## src/rtl/sequenciador_passos_pkg.sv

```systemverilog
// sequenciador_passos_pkg: shared widths, step codes, FSM states and opcodes
package sequenciador_passos_pkg;
   localparam int INSTR_W = 16;
   localparam logic [1:0] STEP0 = 2'b00;
   localparam logic [1:0] STEP1 = 2'b01;
   localparam logic [1:0] STEP2 = 2'b10;
   localparam logic [1:0] STEP3 = 2'b11;
   typedef enum logic {IDLE = 1'b0, EXEC = 1'b1} estado_t;
   // Opcodes live in the top nibble; decoded only by the control unit
   localparam logic [3:0] ADD = 4'h0;
   localparam logic [3:0] SUB = 4'h1;
   localparam logic [3:0] NAN = 4'h2;
   localparam logic [3:0] OUT = 4'h3;
   localparam logic [3:0] LDI = 4'h4;
   localparam logic [3:0] REP = 4'h5;
   function automatic logic [3:0] opcode(input logic [INSTR_W-1:0] i_instr);
      return i_instr[INSTR_W-1 -: 4];
   endfunction
endpackage

```

## src/rtl/sequenciador_passos_if.sv

```systemverilog
// sequenciador_passos_if: instruction source, control-unit and status signals
interface sequenciador_passos_if #(
   parameter int INSTR_W = sequenciador_passos_pkg::INSTR_W,
   parameter int CNT_W   = 3
);
   logic [INSTR_W-1:0] in_instr;
   logic               in_valid;
   logic               in_ready;
   logic               run;
   logic               clear;
   logic [INSTR_W-1:0] instrucao;
   logic [1:0]         step;
   logic               busy;
   logic               done;
   logic [CNT_W-1:0]   fifo_count;
   modport master (
      output in_instr, in_valid, run, clear,
      input  in_ready, instrucao, step, busy, done, fifo_count
   );
   modport slave (
      input  in_instr, in_valid, run, clear,
      output in_ready, instrucao, step, busy, done, fifo_count
   );
endinterface

```

## src/rtl/sequenciador_passos_fila_instr.sv

```systemverilog
// fila_instr: synchronous instruction FIFO, no bypass, pushes ignored when full
module fila_instr #(
   parameter int W     = 16,
   parameter int DEPTH = 4,
   parameter int CNT_W = 3
) (
   input  logic             clock,
   input  logic             reset,
   input  logic             i_push,
   input  logic             i_pop,
   input  logic [W-1:0]     i_din,
   output logic [W-1:0]     o_dout,
   output logic [CNT_W-1:0] o_count,
   output logic             o_full,
   output logic             o_empty
);
   localparam int AW = $clog2(DEPTH);
   logic [W-1:0]     r_mem [DEPTH];
   logic [AW-1:0]    r_wr;
   logic [AW-1:0]    r_rd;
   logic [CNT_W-1:0] r_count;
   logic             w_push;
   logic             w_pop;
   assign w_push  = i_push && !o_full;
   assign w_pop   = i_pop && !o_empty;
   assign o_full  = r_count == CNT_W'(DEPTH);
   assign o_empty = r_count == '0;
   assign o_count = r_count;
   assign o_dout  = r_mem[r_rd];
   always_ff @(posedge clock) begin
      if (reset) begin
         r_wr    <= '0;
         r_rd    <= '0;
         r_count <= '0;
      end else begin
         if (w_push) r_wr <= r_wr + AW'(1);
         if (w_pop) r_rd <= r_rd + AW'(1);
         r_count <= r_count + CNT_W'(w_push) - CNT_W'(w_pop);
      end
   end
   always_ff @(posedge clock) begin
      if (w_push) r_mem[r_wr] <= i_din;
   end
endmodule

```

## src/rtl/sequenciador_passos.sv

```systemverilog
// sequenciador_passos: buffers instructions, latches the instruction register
// and sequences the 4-step execution counter for the control unit.
module sequenciador_passos
   import sequenciador_passos_pkg::*;
#(
   parameter int FIFO_DEPTH = 4,
   parameter int CNT_W      = 3
) (
   input logic                 clock,
   input logic                 reset,
   sequenciador_passos_if.slave bus
);
   estado_t            r_state;
   logic [1:0]         r_step;
   logic [INSTR_W-1:0] r_instr;
   logic               r_done;
   logic [INSTR_W-1:0] w_head;
   logic [CNT_W-1:0]   w_count;
   logic               w_full;
   logic               w_empty;
   logic               w_start;
   logic               w_pop;
   // run is only consulted at an instruction boundary
   assign w_start = bus.run && !w_empty && (r_state == IDLE || (r_state == EXEC && r_step == STEP3));
   assign w_pop   = w_start && !bus.clear;
   fila_instr #(.W(INSTR_W), .DEPTH(FIFO_DEPTH), .CNT_W(CNT_W)) u_fila (
      .clock   (clock),
      .reset   (reset),
      .i_push  (bus.in_valid),
      .i_pop   (w_pop),
      .i_din   (bus.in_instr),
      .o_dout  (w_head),
      .o_count (w_count),
      .o_full  (w_full),
      .o_empty (w_empty)
   );
   always_ff @(posedge clock) begin
      if (reset) begin
         r_state <= IDLE;
         r_step  <= STEP0;
         r_instr <= '0;
         r_done  <= 1'b0;
      end else if (bus.clear) begin
         r_state <= IDLE;
         r_step  <= STEP0;
         r_done  <= 1'b0;
      end else begin
         r_done <= r_state == EXEC && r_step == STEP2;
         if (w_start) begin
            r_instr <= w_head;
            r_step  <= STEP0;
            r_state <= EXEC;
         end else if (r_state == EXEC) begin
            r_step <= r_step + 2'd1;
            if (r_step == STEP3) r_state <= IDLE;
         end
      end
   end
   assign bus.in_ready   = !w_full;
   assign bus.instrucao  = r_instr;
   assign bus.step       = r_step;
   assign bus.busy       = r_state == EXEC;
   assign bus.done       = r_done;
   assign bus.fifo_count = w_count;
endmodule

```

## src/flat_wrapper.sv

```systemverilog
// flat-port wrapper written by rule: the top's interface ports become plain ports
module sequenciador_passos_flat import sequenciador_passos_pkg::*;
#(
   parameter int FIFO_DEPTH = 4,
   parameter int CNT_W      = 3
)
  (clock, reset, bus_in_instr, bus_in_valid, bus_run, bus_clear, bus_in_ready, bus_instrucao, bus_step, bus_busy, bus_done, bus_fifo_count);
  sequenciador_passos_if #(.CNT_W(CNT_W)) bus_i ();
  input logic clock;
  input logic reset;
  input wire logic [$bits(bus_i.in_instr)-1:0] bus_in_instr;
  input wire logic [$bits(bus_i.in_valid)-1:0] bus_in_valid;
  input wire logic [$bits(bus_i.run)-1:0] bus_run;
  input wire logic [$bits(bus_i.clear)-1:0] bus_clear;
  output wire logic [$bits(bus_i.in_ready)-1:0] bus_in_ready;
  output wire logic [$bits(bus_i.instrucao)-1:0] bus_instrucao;
  output wire logic [$bits(bus_i.step)-1:0] bus_step;
  output wire logic [$bits(bus_i.busy)-1:0] bus_busy;
  output wire logic [$bits(bus_i.done)-1:0] bus_done;
  output wire logic [$bits(bus_i.fifo_count)-1:0] bus_fifo_count;
  assign bus_i.in_instr = bus_in_instr;
  assign bus_i.in_valid = bus_in_valid;
  assign bus_i.run = bus_run;
  assign bus_i.clear = bus_clear;
  assign bus_in_ready = bus_i.in_ready;
  assign bus_instrucao = bus_i.instrucao;
  assign bus_step = bus_i.step;
  assign bus_busy = bus_i.busy;
  assign bus_done = bus_i.done;
  assign bus_fifo_count = bus_i.fifo_count;
  sequenciador_passos #(.FIFO_DEPTH(FIFO_DEPTH), .CNT_W(CNT_W)) u_core (.clock(clock), .reset(reset), .bus(bus_i));
endmodule
```

## config.mk

```make
export PLATFORM = sky130hd
export DESIGN_NAME = sequenciador_passos_flat
export DESIGN_NICKNAME = d
export VERILOG_FILES = /design/src/rtl/sequenciador_passos_pkg.sv /design/src/rtl/sequenciador_passos_if.sv /design/src/rtl/sequenciador_passos_fila_instr.sv /design/src/rtl/sequenciador_passos.sv /design/src/flat_wrapper.sv
export SDC_FILE = /design/constraint.sdc
export NUM_CORES = 1
export LEC_CHECK = 0
export ABC_AREA = 1
export ABC_CLOCK_PERIOD_IN_PS = 5100
export CORE_UTILIZATION = 51
export CTS_CLUSTER_DIAMETER = 120
export CTS_CLUSTER_SIZE = 14
export DETAILED_ROUTE_END_ITERATION = 16
export PLACE_DENSITY = 0.74
export SLEW_MARGIN = 30
export SYNTH_ARGS = -nofsm -noshare
export SYNTH_HDL_FRONTEND = slang
export SYNTH_SLANG_ARGS = --single-unit
```

## constraint.sdc

```tcl
create_clock -name clock -period 5.1 [get_ports clock]
set_input_delay 1.02 -clock clock [delete_from_list [all_inputs] [get_ports clock]]
set_output_delay 1.02 -clock clock [all_outputs]
set_load 0.005 [all_outputs]
```

# == Word level (Yosys, flattened, before mapping) ==
# Memory sizes are Yosys's and may differ from the RTL's. A register that Yosys moved wholly into a read port is not among the register bits.
# Index checks and enable logic that the tools add are counted.
# op_classes
reduce_logical,15
add_sub_neg,5
bitwise_logic,2
muxes,5
n_eq_ne,3
# op_table
op,count
1-bit logical AND,7
"2-bit by 1-bit adder with 2-bit output, second input constant",3
1-bit 2-to-1 mux,5
"2-bit equality test, second input constant",2
3-bit by 1-bit adder with 3-bit output,1
"3-bit equality test, second input constant",1
1-bit logical NOT,3
3-bit logical NOT,1
3-bit OR reduction,1
3-bit by 1-bit subtractor with 3-bit output,1
1-bit inverter,2
2-bit AND reduction,1
2-bit OR reduction,1
1-bit logical OR,1
# word_totals
reg_bits,11
mem_bits_rw,64
wordCells,37
memories,1
in_bits,21
output_inout_bits,24
# mem_list
memory,depth,word_bits,read_ports,rd_ports_with_merged_regs,wr,line,rtl
u_core.u_fila.r_mem,4,16,1,1,1,sequenciador_passos_fila_instr.sv:18,logic [W-1:0] r_mem [DEPTH];

# == Logic depth before layout (Yosys ltp) ==
# Gate-level depths: netlist (run 1).
# depth
word_depth,7
depth_mapped,14
mapped_depth_nobuf,13

# == Hierarchy ==
# From an unflattened synthesis (run 1), not the netlist that was laid out.
# hier_totals
cells_unflattened,386
hier_area_um2,3885.0
# modules_own_cells
module,area_per_inst_um2,instances,cells_each
fila_instr,2840.2,1,223
sequenciador_passos,1044.8,1,163

# == Worst setup path before layout (run 1) ==
# No wires, ideal clock.
# synth_path
path_kind,input -> register
startpoint,input bus_run
endpoint,"register u_core.u_fila.r_count[2], in the netlist u_core.u_fila.o_count[2]"
setup_time_ns,0.070
setup_slack_ns,2.467
required_time_ns,5.030
stages,12
arrival_time_ns,2.563
path_cell_list,a21boi_4 > nand3_4 > buf_4 > inv_1 > ha_1 > inv_1 > ha_1 > inv_1 > fa_1 > inv_1 > o21ai_0 > a21oi_1
# synth_via
elab_chain_len,5
# synth_lines
item,line,rtl
from (decl),flat_wrapper.sv:13,input wire logic [$bits(bus_i.run)-1:0] bus_run;
1-bit logical AND (2 in a row),sequenciador_passos.sv:24,assign w_start = bus.run && !w_empty && (r_state == IDLE || (r_state == EXEC && r_step == STEP3));
1-bit logical AND,sequenciador_passos.sv:25,assign w_pop = w_start && !bus.clear;
1-bit logical AND,sequenciador_passos_fila_instr.sv:25,assign w_pop = i_pop && !o_empty;
named net u_core.u_fila.w_pop,sequenciador_passos_fila_instr.sv:23,logic w_pop;
3-bit by 1-bit subtractor with 3-bit output,sequenciador_passos_fila_instr.sv:38,r_count <= r_count + CNT_W'(w_push) - CNT_W'(w_pop);
to (signal assigned),sequenciador_passos_fila_instr.sv:38,
to (decl),sequenciador_passos_fila_instr.sv:21,logic [CNT_W-1:0] r_count;
# The timed path passes the listed nets, and every way through them passes these cells.
# A chain may end at the register's enable or synchronous reset.

# == Worst setup path in the final report (run 1) ==
# Ends and elaborated chain as after synthesis.

==> key figures, run 1 <==
Yosys
  • Syn Area/Cell: 10.1 µm²
  • Count leader, synth: nand2_1
  • Cell area after synthesis: roughly 0.0037 mm²
  • EDFF count, synth: 64
  • Yosys warns: 0
  • Synth Flop Type: edfxtp_1
  • Seq cells post-synth: between 90 and 100
  • Area leader, netlist: edfxtp_1
  • Post-synthesis sequential area ratio: between 60 and 70%
  • Post-synthesis cell count: roughly 370
  • Netlist cell types: 21
  • Commonest cells post-synth: nand2_1 (112), edfxtp_1 (64), nor2_1 (59)
  • Syn Nets: around 400
  • Top cells by area, synth: edfxtp_1 (51%), dfxtp_1 (14%), nand2_1 (11%), nor2_1 (5.9%), inv_1 (3.4%)
  • Ys async rst share: 0%
  • Top cell type's share of synthesized area: 51.5%

CTS
  • Maximum clock path buffer count: 2
  • Resized cells post-CTS: 0
  • H-tree depth: 3
  • Post-CTS setup buffer count: 0
  • CTS Hold Buffers Added: 0
  • Num CTS Buffers: 9
  • Worst skew pair latency: ~0.35 ns
  • Clock-pin transition on the worst setup and hold timing paths: 0.09 ns
  • Clk sinks: roughly 90
  • CTS tree: yes
  • Root buf cell: clkbuf_8

Drt
  • First-pass DRT Iterations: 4
  • ANT nets after route: 0
  • Post-Route WL: ~6.7 mm
  • DR iter-0 viols: approximately 170
  • Vias per inst: ~4.8
  • Total number of vias: about 2500
  • Drc violations: 0
  • Average wire per standard cell: about 13 µm

Global routing
  • Initial antenna violation count: 0
  • Overflow after GRT: 0
  • First-pass GRT wire length: 11.1 mm
  • Vias in the first global route: 2386
  • Largest net degree at the start of global routing: 37
  • GRT Total Usage: just under 20%

Run status
  • Outcome: finished, final reports clean

Min path
  • Min-delay worst type: reg -> reg
  • HP Start: u_core.bus.step[0]$_SDFFE_PP0P_
  • Hold path depth: 2
  • Hold Path Sink: u_core.bus.step[0]$_SDFFE_PP0P_

Floorplanning
  • Starting Density: around 54%
  • Die X: a little under 90 µm
  • Die area: ~0.0077 mm²
  • # rows: 30
  • Core area: 0.00694 mm²
  • IO Count: 45
  • Die H: between 80 and 90 µm

Setup path
  • CP endpoint kind: register
  • CP Max Fanout: 36
  • Crit Path Class: in -> reg
  • Worst EP required: ~5.4 ns
  • R2r setup slk: roughly 2.6 ns
  • Launch instance of the worst register-to-register path: u_core.bus.step[1]$_SDFFE_PP0P_
  • Startpoint Class: input port
  • Worst reg2reg endpoint: u_core.u_fila.o_count[2]$_SDFF_PP0_
  • Critical Path AT: 3.28 ns
  • Reg2Reg Depth: 13

Final layout
  • Antenna cells: 0
  • Total Nets Final: between 400 and 500
  • Area Growth Syn to Fin: 18.0%
  • Layout cell share with drive strength beyond 1: 5.50%

Placement
  • # port buffers: between 40 and 50
  • GP Congestion: 0.715
  • Final HPWL from detailed placement: between 4 and 5 mm

STA
  • Final Hold Viols: 0
  • Tcrit/Tclk final: 58.7%
  • RSZ-0062 raised after global routing: false
  • Clk_skew: roughly 0.0092 ns
  • Worst Tran Pin Value: ~0.66 ns
  • Worst Hold Margin: 0.507 ns
  • Fmax: roughly 330 MHz
  • Final min period: around 3 ns
  • Relative slew slack: a little under three fifths
  • Post-Route Setup TNS: 0 ns
  • Finish-stage setup viols: 0
  • Fin. max-slew vios: 0

Power
  • PwrDens: between 400 and 500 mW/mm²
  • Peak supply drop: 0.000194 V
  • Leakage: 1.78 nW
  • Tot Pwr: 1.84 mW

Job
  • Max Cap Viol: 0
-- power breakdown --
part           switching (mW)  total, mW  internal [mW]
sequential             0.0599      0.953          0.893
clock                   0.239      0.465          0.225
combinational           0.238      0.422          0.185
-- worst max-delay path, cell delays in order --
cell and delay (ns):
clkdlybuf4s50_1 0.46, a21boi_4 0.21, nand3_4 0.34, inv_1 0.15, ha_1 0.23, inv_1 0.05
ha_1 0.12, inv_1 0.04, fa_1 0.35, inv_1 0.07, o21ai_0 0.08, a21oi_1 0.15
-- sequential cells by signal, summed over array words and instances (netlist names) --
signal and count:
u_core.u_fila.r_mem 64, u_core.bus.instrucao 16, u_core.u_fila.o_count 3, u_core.bus.step 2, u_core.u_fila.r_rd 2, u_core.u_fila.r_wr 2
u_core.bus.busy 1, u_core.bus.done 1
-- worst max path at each step --
stage | startpoint | to | slack (ns) | cells after the start
after floorplan | bus_run | u_core.u_fila.o_count[2]$_SDFF_PP0_ | 2.47 | 12
after global placement | bus_run | u_core.u_fila.o_count[2]$_SDFF_PP0_ | 1.78 | 12
after detailed placement | bus_run | u_core.u_fila.o_count[2]$_SDFF_PP0_ | 1.72 | 12
after CTS | bus_run | u_core.u_fila.o_count[2]$_SDFF_PP0_ | 2.10 | 12
after global routing | bus_run | u_core.u_fila.o_count[2]$_SDFF_PP0_ | 1.96 | 12
final | bus_run | u_core.u_fila.o_count[2]$_SDFF_PP0_ | 2.11 | 12
-- layout by cell type, fill, tap and decap left out, types with 2 or more instances in the layout --
cell type,netlist,routed
nand2_1,112,112
edfxtp_1,64,64
nor2_1,59,59
clkdlybuf4s50_1,0,44
inv_1,34,34
dfxtp_1,27,26
o21ai_0,18,18
o21ai_1,17,17
clkbuf_8,0,9
ha_1,8,8
a21oi_1,7,7
buf_4,5,4
clkinv_2,0,3
clkbuf_1,0,2
-- routing by layer --
| metal | routed length (µm) | track usage (%) |
|---|---|---|
| met1 | 2890 | 24.7 |
| met2 | 3360 | 32.5 |
| met3 | 339 | 4.15 |
| met4 | 69 | 10.3 |
| met5 | 0 | 0 |
-- layout make-up --
| type | count | area, µm² |
|---|---|---|
| timing repair buffer | 48 | 470 |
| multi-input combinational | 227 | 1030 |
| clock buffer | 11 | 131 |
| fill | 563 | 2540 |
| clock inverter | 5 | 53.8 |
| inverter | 36 | 135 |
| tap | 96 | 120 |
| sequential | 91 | 2460 |
-- metrics by stage --
step	cell area (µm²)	utilization, %	instances	setup WS, ns
final	4400	63.4	514	2.11
after global routing	4400	63.4	514	1.96
after CTS	4400	63.4	514	2.10
after detailed placement	4220	60.8	498	1.72
after global placement	4220	60.7	498	1.78
after floorplan	3730	-	369	2.47
-- cell families after synthesis --
logic type,Yosys count,synth area share (%)
compound gates,43,6.13
xor+xnor,1,0.235
buf+inv,51,6.47
simple gates,174,18.0
flops,91,66.0
fa+ha+maj,9,3.22
Power figures use the tool's default switching activity.
==> run 2, diff against run 1 <==
--- a/config.mk
+++ b/config.mk
@@ -6,7 +6,7 @@
 export NUM_CORES = 1
 export LEC_CHECK = 0
 export ABC_AREA = 1
-export ABC_CLOCK_PERIOD_IN_PS = 5100
+export ABC_CLOCK_PERIOD_IN_PS = 2860
 export CORE_UTILIZATION = 51
 export CTS_CLUSTER_DIAMETER = 120
 export CTS_CLUSTER_SIZE = 14
==> constraint.sdc (replaced) <==
create_clock -name clock -period 2.86 [get_ports clock]
set_input_delay 0.572 -clock clock [delete_from_list [all_inputs] [get_ports clock]]
set_output_delay 0.572 -clock clock [all_outputs]
set_load 0.005 [all_outputs]
==> run 2 against run 1 <==
Worst setup slack lost 1.4 ns; largest power group unchanged; clock power grew 120%; highest routed layer unchanged; die area is the same; final cell count grew 0.97%; register-to-register slack lost 1.9 ns; non-clock buffer count grew 5; critical path depth is the same; total power grew 90%; global-route usage grew 0.28 points; sequential cell count is the same; critical endpoint unchanged; core utilization grew 1.3 points; routed wire length grew 1.2%.
==> key figures, run 2 (synthesized netlist as in run 1, its figures left out) <==
Run status
  • Outcome: finished, final reports clean

Setup path
  • Critical Path AT: roughly 2.5 ns
  • CP endpoint kind: register
  • CP Max Fanout: 3
  • Crit Path Class: in -> reg
  • Startpoint Class: input port
  • Worst EP required: about 3.2 ns

Global routing
  • First-pass GRT wire length: 11.3 mm
  • Overflow after GRT: 0
  • GRT Total Usage: about a fifth
  • Initial antenna violation count: 0
  • Vias in the first global route: about 2400
  • Largest net degree at the start of global routing: 36

CTS
  • Clk sinks: 91
  • H-tree depth: 3
  • Post-CTS setup buffer count: 0
  • CTS tree: yes
  • Num CTS Buffers: 9
  • Worst skew pair latency: ~0.35 ns
  • Clock-pin transition on the worst setup and hold timing paths: about 0.090 ns
  • CTS Hold Buffers Added: 0
  • Maximum clock path buffer count: 2
  • Root buf cell: clkbuf_8
  • Resized cells post-CTS: 0

Final layout
  • Post-Layout Inst Area: between 0.004 and 0.005 mm²
  • Layout cell share with drive strength beyond 1: between 6 and 7%
  • Max reg flops: 64
  • Commonest cells after routing, fill and taps aside: nand2_1 (112), edfxtp_1 (64), nor2_1 (59)
  • Total Nets Final: approximately 450
  • Area Growth Syn to Fin: 20.4%
  • Most common cell after layout, fill and taps aside: nand2_1
  • Antenna cells: 0
  • Largest Register: u_core.u_fila.r_mem

Power
  • Int Power: around 2.5 mW
  • Peak supply drop: 0.000329 V
  • Sequential power share: 47.7%
  • P_sw: about 0.98 mW
  • PwrDens: around 800 mW/mm²
  • Clk network pwr share: slightly below 30%
  • Gate power share: approximately 23%
  • Leakage: 1.83 nW
  • Sw frac: between 20% and 30%

Drt
  • Average wire per standard cell: 13.0 µm
  • DR iter-0 viols: between 100 and 150
  • Drc violations: 0
  • Total number of vias: 2454
  • Vias per inst: 4.73
  • ANT nets after route: 0
  • Post-Route WL: around 6.7 mm
  • First-pass DRT Iterations: 5

STA
  • Clk_skew: between 0.009 and 0.01 ns
  • Fmax: ~460 MHz
  • Final min period: about 2.2 ns
  • RSZ-0062 raised after global routing: false
  • Relative slew slack: around three fifths
  • Post-Route Setup TNS: 0 ns
  • Worst Tran Pin Value: 0.605 ns
  • Final Hold Viols: 0
  • Finish-stage setup viols: 0
  • Tcrit/Tclk final: ~77%
  • Fin. max-slew vios: 0

Placement
  • # port buffers: 44
  • Final HPWL from detailed placement: 4.02 mm
  • GP Congestion: ~0.74
  • Post-DP Area: about 0.0043 mm²

Floorplanning
  • Starting Density: 53.8%
  • Die H: ~90 µm
  • IO Count: between 40 and 50
  • # rows: 30
  • Die X: a little under 90 µm
  • Die area: roughly 0.0077 mm²
  • Core area: about 0.0069 mm²

Job
  • Max Cap Viol: 0

Min path
  • Min-delay worst type: reg -> reg
-- run 2: through the flow --
step | instances | setup WS [ns] | power (mW) | utilization (%) | hold slack (ns)
floorplan | 369 | 0.675 | 2.20 | - | 0.482
global placement | 503 | 0.379 | 2.47 | 61.3 | 0.478
detailed placement | 503 | 0.313 | 2.50 | 61.3 | 0.494
CTS | 519 | 0.673 | 3.52 | 64.7 | 0.506
global route | 519 | 0.536 | 3.70 | 64.7 | 0.534
finish | 519 | 0.666 | 3.49 | 64.7 | 0.504
-- run 2: power by group through the flow --
stage	clock, mW	combinational (mW)	sequential, mW
2_1_floorplan	0	0.504	1.70
3_3_place_gp	0	0.783	1.69
3_5_place_dp	0	0.802	1.70
4_1_cts	1.05	0.809	1.67
5_1_grt	1.09	0.926	1.68
6_report	1.03	0.800	1.66
-- run 2: path summary, 6_finish.rpt --
path,start,endpoint,slack (ns),depth (start not counted)
worst max-delay path,bus_run,u_core.u_fila.o_count[2]$_SDFF_PP0_,0.67,12
worst min register to register,u_core.bus.step[0]$_SDFFE_PP0P_,u_core.bus.step[0]$_SDFFE_PP0P_,0.50,2
worst max register to register,u_core.bus.step[1]$_SDFFE_PP0P_,u_core.u_fila.o_count[2]$_SDFF_PP0_,0.76,13
worst min-delay path,u_core.bus.step[0]$_SDFFE_PP0P_,u_core.bus.step[0]$_SDFFE_PP0P_,0.50,2
-- run 2: layer usage --
metal / track usage (%) / part of all wire [%] / vias up
met5: 0 / 0 / -
met4: 10.1 / 1.6 / 0
met3: 4.05 / 4.4 / 8
met2: 33.5 / 48 / 60
met1: 24.8 / 46 / 1112
li1: - / - / 1274
-- run 2: area by class of cell --
type,count,area [µm²]
Clock buffer,10,128
Clock inverter,6,113
Fill cell,557,2450
Inverter,36,135
Multi-Input combinational cell,227,1030
Sequential cell,91,2460
Tap cell,96,120
Timing Repair Buffer,53,508
-- run 2: worst max-delay path: stages --
cell,delay [ns]
clkdlybuf4s50_1,0.47
a21boi_4,0.21
nand3_4,0.08
inv_1,0.06
ha_1,0.22
inv_1,0.06
ha_1,0.13
inv_1,0.05
fa_1,0.34
inv_1,0.07
o21ai_0,0.08
a21oi_1,0.13
